File: config.mk
export PLATFORM = sky130hd
export DESIGN_NAME = alu_seq
export DESIGN_NICKNAME = d
export VERILOG_FILES = /design/src/rtl/alu_seq.sv
export SDC_FILE = /design/constraint.sdc
export NUM_CORES = 1
export LEC_CHECK = 0
export BUFFER_PORTS_ARGS = -buffer_cell sky130_fd_sc_hd__buf_4
export CAP_MARGIN = 20
export CORE_UTILIZATION = 61
export CTS_BUF_LIST = sky130_fd_sc_hd__clkbuf_4 sky130_fd_sc_hd__clkbuf_8
export DETAILED_ROUTE_END_ITERATION = 6
export PLACE_DENSITY = 0.91
export SLEW_MARGIN = 10
export SYNTH_ARGS = -nofsm -noshare
export SYNTH_HDL_FRONTEND = slang
export SYNTH_SLANG_ARGS = --single-unit
File: constraint.sdc
create_clock -name clk -period 6.8 [get_ports clk]
set_clock_uncertainty 0.2 [all_clocks]
set_input_delay 0.68 -clock clk [delete_from_list [all_inputs] [get_ports clk]]
set_output_delay 0.68 -clock clk [all_outputs]
set_load 0.05 [all_outputs]
File: src/rtl/alu_seq.sv
// Registered WIDTH-bit ALU with valid/ready handshakes and an iterative shift-add multiplier.
// Define ALU_SEQ_FAST_MUL_EN to compute mul combinationally with single-cycle latency.
module alu_seq #(
  parameter int unsigned WIDTH = 8
) (
  input  logic               clk,
  input  logic               rst,
  input  logic               in_valid,
  output logic               in_ready,
  input  logic [WIDTH-1:0]   a,
  input  logic [WIDTH-1:0]   b,
  input  logic [2:0]         opcode,
  output logic               out_valid,
  input  logic               out_ready,
  output logic [2*WIDTH-1:0] result,
  output logic               cout,
  output logic               zero,
  output logic               busy
);

  localparam int unsigned CW = $clog2(WIDTH + 1);
  localparam logic [CW-1:0]      CNT_INIT = CW'(WIDTH);
  localparam logic [2*WIDTH-1:0] SH_LIM   = (2*WIDTH)'(2*WIDTH);

  typedef enum logic [1:0] {IDLE, MUL, HOLD} state_t;
  typedef enum logic [2:0] {
    OP_ADD = 3'b000, OP_SUB = 3'b001, OP_MUL = 3'b010, OP_SHL = 3'b011,
    OP_SHR = 3'b100, OP_AND = 3'b101, OP_OR  = 3'b110, OP_XOR = 3'b111
  } op_t;

  state_t               state_q, state_d;
  logic [2*WIDTH-1:0]   result_q, result_d;
  logic                 cout_q, cout_d;
  logic                 zero_q, zero_d;
  logic [2*WIDTH-1:0]   mcand_q, mcand_d;
  logic [WIDTH-1:0]     mplier_q, mplier_d;
  logic [2*WIDTH-1:0]   acc_q, acc_d;
  logic [CW-1:0]        cnt_q, cnt_d;

  logic [2*WIDTH-1:0]   a_ext, b_ext, alu_res, acc_next;
  logic                 alu_cout, iter_mul;

  assign a_ext = {{WIDTH{1'b0}}, a};
  assign b_ext = {{WIDTH{1'b0}}, b};

  always_comb begin
    alu_res  = '0;
    alu_cout = 1'b0;
    case (op_t'(opcode))
      OP_ADD: begin
        alu_res  = a_ext + b_ext;
        alu_cout = alu_res[WIDTH];
      end
      OP_SUB: begin
        alu_res  = a_ext - b_ext;
        alu_cout = (a < b);
      end
`ifdef ALU_SEQ_FAST_MUL_EN
      OP_MUL: alu_res = a_ext * b_ext;
`else
      OP_MUL: alu_res = '0;
`endif
      OP_SHL: alu_res = (b_ext >= SH_LIM) ? '0 : (a_ext << b);
      OP_SHR: alu_res = (b_ext >= SH_LIM) ? '0 : (a_ext >> b);
      OP_AND: alu_res = {{WIDTH{1'b0}}, a & b};
      OP_OR:  alu_res = {{WIDTH{1'b0}}, a | b};
      OP_XOR: alu_res = {{WIDTH{1'b0}}, a ^ b};
      default: alu_res = '0;
    endcase
  end

`ifdef ALU_SEQ_FAST_MUL_EN
  assign iter_mul = 1'b0;
`else
  assign iter_mul = (op_t'(opcode) == OP_MUL);
`endif

  assign acc_next = acc_q + (mplier_q[0] ? mcand_q : '0);

  always_comb begin
    state_d  = state_q;
    result_d = result_q;
    cout_d   = cout_q;
    zero_d   = zero_q;
    mcand_d  = mcand_q;
    mplier_d = mplier_q;
    acc_d    = acc_q;
    cnt_d    = cnt_q;
    case (state_q)
      IDLE: begin
        if (in_valid) begin
          if (iter_mul) begin
            mcand_d  = a_ext;
            mplier_d = b;
            acc_d    = '0;
            cnt_d    = CNT_INIT;
            state_d  = MUL;
          end else begin
            result_d = alu_res;
            cout_d   = alu_cout;
            zero_d   = (alu_res == '0);
            state_d  = HOLD;
          end
        end
      end
      MUL: begin
        acc_d    = acc_next;
        mcand_d  = mcand_q << 1;
        mplier_d = mplier_q >> 1;
        cnt_d    = cnt_q - CW'(1);
        // Last iteration: publish the sum that includes this cycle's partial product.
        if (cnt_q == CW'(1)) begin
          result_d = acc_next;
          zero_d   = (acc_next == '0);
          cout_d   = 1'b0;
          state_d  = HOLD;
        end
      end
      HOLD: begin
        if (out_ready) state_d = IDLE;
      end
      default: state_d = IDLE;
    endcase
  end

  always_ff @(posedge clk) begin
    if (rst) begin
      state_q  <= IDLE;
      result_q <= '0;
      cout_q   <= 1'b0;
      zero_q   <= 1'b0;
      mcand_q  <= '0;
      mplier_q <= '0;
      acc_q    <= '0;
      cnt_q    <= '0;
    end else begin
      state_q  <= state_d;
      result_q <= result_d;
      cout_q   <= cout_d;
      zero_q   <= zero_d;
      mcand_q  <= mcand_d;
      mplier_q <= mplier_d;
      acc_q    <= acc_d;
      cnt_q    <= cnt_d;
    end
  end

  assign in_ready  = (state_q == IDLE);
  assign out_valid = (state_q == HOLD);
`ifdef ALU_SEQ_FAST_MUL_EN
  assign busy      = 1'b0;
`else
  assign busy      = (state_q == MUL);
`endif
  assign result    = result_q;
  assign cout      = cout_q;
  assign zero      = zero_q;

endmodule

### Yosys cells after proc, flatten, opt, wreduce, memory -nomap -nowiden

Index checks and enable logic that the tools add are counted.

* shift-type cells: 2
* mux-type cells: 34
* reduce and logical (&&, ||, !) cells: 8
* $lt $le $gt $ge: 2
* bitwise operators: 3
* add/subtract/negate cells: 4
* eq/ne operators: 15

Operators by type and width (number)
* 2-to-1 mux 16 bit: 10
* one-hot mux 16 bit (8 select lines): 1
* one-hot mux 16 bit (2 select lines): 3
* zero test 16 bit: 2
* adder 16 bit: 1
* 2-to-1 mux 8 bit: 2
* one-hot mux 8 bit (2 select lines): 1
* left shift 8 x 8 -> 16 bit: 1
* >> shifter 8 x 8 -> 16 bit: 1
* equality test 3 bit (second input constant): 4
* adder 8 x 8 -> 9 bit: 1
* subtractor 8 x 8 -> 9 bit: 1
* AND 8 bit: 1
* >= comparator 8 x 5 -> 1 bit (second input constant): 1
* < comparator 8 bit: 1
* 2-to-1 mux 2 bit: 4
* 2-to-1 mux 4 bit: 2
* bitwise OR 8 bit: 1
* one-hot mux 4 bit (2 select lines): 1
* XOR 8 bit: 1
* equality test 3 x 2 -> 1 bit (second input constant): 2
* 2-to-1 mux 1 bit: 6
* != test 2 x 1 -> 1 bit (second input constant): 3
* one-hot mux 1 bit (2 select lines): 3
* 12 further kinds: 14

* flip-flop bits (word level): 64
* output and inout bits: 21
* word-level logic and storage cells: 76
* input bits: 23

### Depth between registers and ports, before layout

* word-level depth: 7
* mapped depth: 14
* depth with buffers taken out: 12

### Worst setup path before layout

Ideal clock, no wire load.

* path type: input port to flip-flop
* start: input b[3]
* end: register zero_q, in the netlist zero
* library setup time: 88 ps
* buffers on the path: 3
* data required time: 6512 ps
* data arrival time: 3077 ps
* path slack: 3435 ps
* stages on the path: 13
* cell sequence: clkbuf_1 > inv_1 > clkbuf_1 > ha_1 > clkbuf_1 > a21oi_1 > o21ai_0 > or4_1 > o221ai_1 > a21o_1 > nand3_1 > nand4b_1 > a311oi_2

* word-level cells in the longest chain between the ends: 7
* elaborated cells on any way between the ends: 15
* those cells by class: add/sub (2); order compare (1); shift (2); mux (6); bitwise (3); reduce/logical (1)

RTL lines
* start, declared: RTL line 11 `input logic [WIDTH-1:0] b,`
* >= comparator 8 x 5 -> 1 bit (tied with other cells): RTL line 63, 64
* 2-to-1 mux 16 bit (on tied branches): RTL line 64, 63
* one-hot mux 16 bit (8 select lines) *: RTL line 49 `case (op_t'(opcode))`
* zero test 16 bit *: RTL line 101 `zero_d = (alu_res == '0);`
* 2-to-1 mux 1 bit *: RTL line 92 `if (iter_mul) begin`
* 2-to-1 mux 1 bit *: RTL line 91 `if (in_valid) begin`
* one-hot mux 1 bit (2 select lines) *: RTL line 89 `case (state_q)`
* end signal, assigned: RTL line 140 `zero_q <= zero_d;`
* end, declared: RTL line 34 `logic zero_q, zero_d;`

Every way passes the cells marked *; elsewhere a longest branch is shown, timed or not. The select of a mux whose other input is x is not followed.
A chain may end at the register's enable or synchronous reset.

### Worst setup path after layout

* start: register mplier_q[0]
* end: register zero_q, in the netlist zero

* word-level cells in the longest chain between the ends: 5

RTL lines
* start, declared: RTL line 36 `logic [WIDTH-1:0] mplier_q, mplier_d;`
* start signal, assigned: RTL line 142 `mplier_q <= mplier_d;`
* 2-to-1 mux 16 bit: RTL line 78 `assign acc_next = acc_q + (mplier_q[0] ? mcand_q : '0);`
* adder 16 bit: RTL line 78
* zero test 16 bit: RTL line 114 `zero_d = (acc_next == '0);`
* 2-to-1 mux 1 bit: RTL line 112 `if (cnt_q == CW'(1)) begin`
* one-hot mux 1 bit (2 select lines): RTL line 89

No other way between the ends. The select of a mux whose other input is x is not followed.

==> impl_metrics.ini <==
[timing]
layout_setup_ws_ns = 3.115
rsz0062_at_grt = false
hold_viol_final = 0
slew_viol_final = 0
fin_crit_ns = 3.685
post-route-period-util_pct = 54.19
setup_viol = 0
max_freq_ghz = 0.2714
tns_ns = 0
worst_pin_slew_ns = 1.106
max_slew_margin_pct = 26.26
whs_ns = 0.2716

[routing]
wirelength_mm = 16.86
vias = 5641
wire_per_inst_um = 20.31
ant_nets = 0
drt_iter0_markers = 526
drtPass1Iterations = 6
remaining_drc_errors = 0
via_per_inst = 6.796

[logic_synthesis]
synth_warnings = 0
ys_seq_elements = 64
ys.flop_type = dfxtp_1
async_reset_ff_share_pct = 0
syn_area_um2 = 5364
synth-edff-count = 0
ys_seq_area_share_pct = 23.89
ys_types = 68
syn_avg_cell_area_um2 = 7.565
synthesis.nets = 776
synth_cells = 709

[cells_and_area]
fin_util_pct = 70.11
final_area_um2 = 5877
regArea_um2 = 1281
area_delta_synth_final_pct = 9.564
fillCellCount = 690
drive_above_1_share_pct = 10.90
nNetsFinal = 787
multi_input_area_um2 = 3762
fin_cells = 830
diodes = 0

[clock_tree]
htree_levels = 3
hold_buffers = 0
clock_sinks = 64
cts-buffers-inserted = 9
cts_setup_buffers = 0
clock-root-buffer = clkbuf_8
cts_resized = 0
cts_tree = yes
clockBufferDepth = 2
clkTransAtPathRegs_ns = 0.08
clk_latency_ns = 0.36

[die]
die_area_um2 = 9172
io_pins = 44
die_width_um = 95.77
die_h_um = 95.77
core_area_um2 = 8382
rows = 33
initial_core_util_pct = 63.99

[power]
peakVddDrop_v = 0.0001917
power.switching_mw = 0.3888
power_density_nw_per_um2 = 186.7
leakagePower_nw = 2.479
intPower_mw = 0.7083
power_switching_share_pct = 35.44
seq_power_share_pct = 37.3
p_comb_share_pct = 28.1
p_total_mw = 1.097
clkPwrFrac_pct = 34.6

[place]
place_area_um2 = 5640
hpwl_mm = 12.47
place_inst = 813
port-buffer-count = 43
routabilityCongestion = 1.019
place_ws_ns = 3.035

[worst_setup_path]
critPathLaunch = mplier_q[0]$_SDFFE_PP0P_
worstReg2RegEnd = zero$_SDFFE_PP0P_
cp_max_fo = 17
critical_path.endpoint = zero$_SDFFE_PP0P_
cp-end-kind = flip-flop
critical_path_class = reg -> reg
reg2reg_from = mplier_q[0]$_SDFFE_PP0P_
cp.arrival_ns = 3.75
worstPathRequired_ns = 6.87
cp-start-kind = flip-flop
reg2reg_slack_ns = 3.12
reg2reg_depth = 11

[min_path]
holdCritStartpoint = result[9]$_SDFFE_PP0P_
hold_path_class = reg -> reg

[grt]
grt_overflow = 0
grt_start_max_net_pins = 65
track_usage_pct = 38.14
grt_pass1_wl_mm = 26.49
grt_pass1_vias = 5140
antenna_found_initial = 0

[flow_run]
drv_cap = 0

[run_status]
status = complete, no violations
-- power by group through the flow --
| stage | Clock (mW) | Combinational (mW) | Sequential, mW |
|---|---|---|---|
| 6_report | 0.380 | 0.308 | 0.409 |
| 5_1_grt | 0.397 | 0.332 | 0.411 |
| 4_1_cts | 0.380 | 0.300 | 0.408 |
| 3_5_place_dp | 0 | 0.298 | 0.417 |
| 3_3_place_gp | 0 | 0.294 | 0.416 |
| 2_1_floorplan | 0 | 0.176 | 0.450 |
-- placed cells by master, fill, tap and decap left out, types with 4 or more instances in the layout --
cell,count
xor2_1,7
inv_1,30
and2_1,19
or3_1,6
a22oi_1,19
nor3_1,20
a21oi_1,51
nand2_1,49
ha_1,41
nor4_1,6
nor2_1,107
clkbuf_8,9
mux2i_1,25
o211ai_1,9
xnor2_1,16
or2_2,4
a211oi_1,10
nand3b_1,4
o21ai_0,35
a21o_1,9
a2111oi_0,15
buf_4,46
a32oi_1,4
nand2b_1,8
o21bai_1,10
nand3_1,14
o22ai_1,9
dfxtp_1,64
-- critical path: stages, from the launching register on --
cell and delay [ns]:
dfxtp_1 0.65, and2_1 0.21, ha_1 0.22, nand3_1 0.11, o211ai_1 0.32, nor3_1 0.09
o31ai_1 0.44, o221ai_1 0.23, xnor2_1 0.24, nor4_1 0.33, nand4b_1 0.25, a311oi_2 0.32
-- flip-flops by register name, summed over array words and instances (netlist names) --
signal	cells
acc_q	16
mcand_q	16
result	16
mplier_q	8
cnt_q	4
state_q	2
cout	1
zero	1
-- worst min path at each step --
stage	end	slack, ns	cells after the start
floorplan	acc_q[9]$_SDFFE_PP0P_	0.24	2
global placement	result[9]$_SDFFE_PP0P_	0.24	2
detailed placement	result[9]$_SDFFE_PP0P_	0.26	2
CTS	result[9]$_SDFFE_PP0P_	0.27	2
global route	result[7]$_SDFFE_PP0P_	0.29	2
finish	result[9]$_SDFFE_PP0P_	0.27	2
-- final cells by class --
type | count | share of cell area (%)
inverter | 32 | 2.044
timing repair buffer | 47 | 6.068
sequential | 64 | 21.80
tap | 105 | 2.235
clock buffer | 9 | 2.108
multi-input combinational | 566 | 64.02
clock inverter | 7 | 1.725
-- logic make-up after synthesis --
kind of cell,share of synthesized area (%)
AO/OA/AOI/OAI,26.29
XOR/XNOR,3.755
adder cells (fa/ha/maj),10.68
buffers and inverters,6.065
flip-flops,23.89
multiplexers,6.135
AND/OR/NAND/NOR,23.19
-- cells in the mapped netlist, types with 3 or more instances --
cell type / n / share of area, %
a21oi_1: 51 / 4.8
nand4b_1: 3 / 0.49
or3_1: 6 / 0.70
nand2_1: 49 / 3.4
buf_1: 4 / 0.28
a211o_1: 3 / 0.49
a211oi_1: 10 / 1.4
o21bai_1: 10 / 1.4
a311oi_1: 3 / 0.49
nor4_1: 6 / 0.70
a2111oi_0: 15 / 2.4
a21o_1: 9 / 1.3
nor2b_1: 3 / 0.35
buf_2: 8 / 0.75
o2bb2ai_1: 3 / 0.49
and2_1: 19 / 2.2
nand2b_1: 8 / 0.93
o21a_1: 3 / 0.42
o211a_1: 3 / 0.56
o21ai_0: 35 / 3.3
nand3b_1: 4 / 0.56
nand3_1: 14 / 1.3
clkbuf_1: 32 / 2.2
a32oi_1: 4 / 0.65
or4_1: 3 / 0.42
nor2_1: 107 / 7.5
nand4_1: 3 / 0.35
a22oi_1: 19 / 2.7
dfxtp_1: 64 / 24
fa_1: 3 / 1.1
o22ai_1: 9 / 1.0
o311ai_0: 3 / 0.49
o211ai_1: 9 / 1.3
xnor2_1: 16 / 2.6
mux2i_1: 25 / 4.7
nor3_1: 21 / 2.0
xor2_1: 7 / 1.1
inv_1: 30 / 2.1
or2_2: 4 / 0.47
mux4_2: 3 / 1.3
ha_1: 41 / 9.6
-- per-layer routing --
layer  share of wire [%]  global-route usage (%)  vias up
met3                  10                   7.820       60
met2                  45                   60.12      344
li1                    -                       -     2595
met1                  41                   50.49     2642
met5                   0                       0        -
met4                 3.6                   16.29        0
No activity file was read; power rests on OpenSTA's default activity.
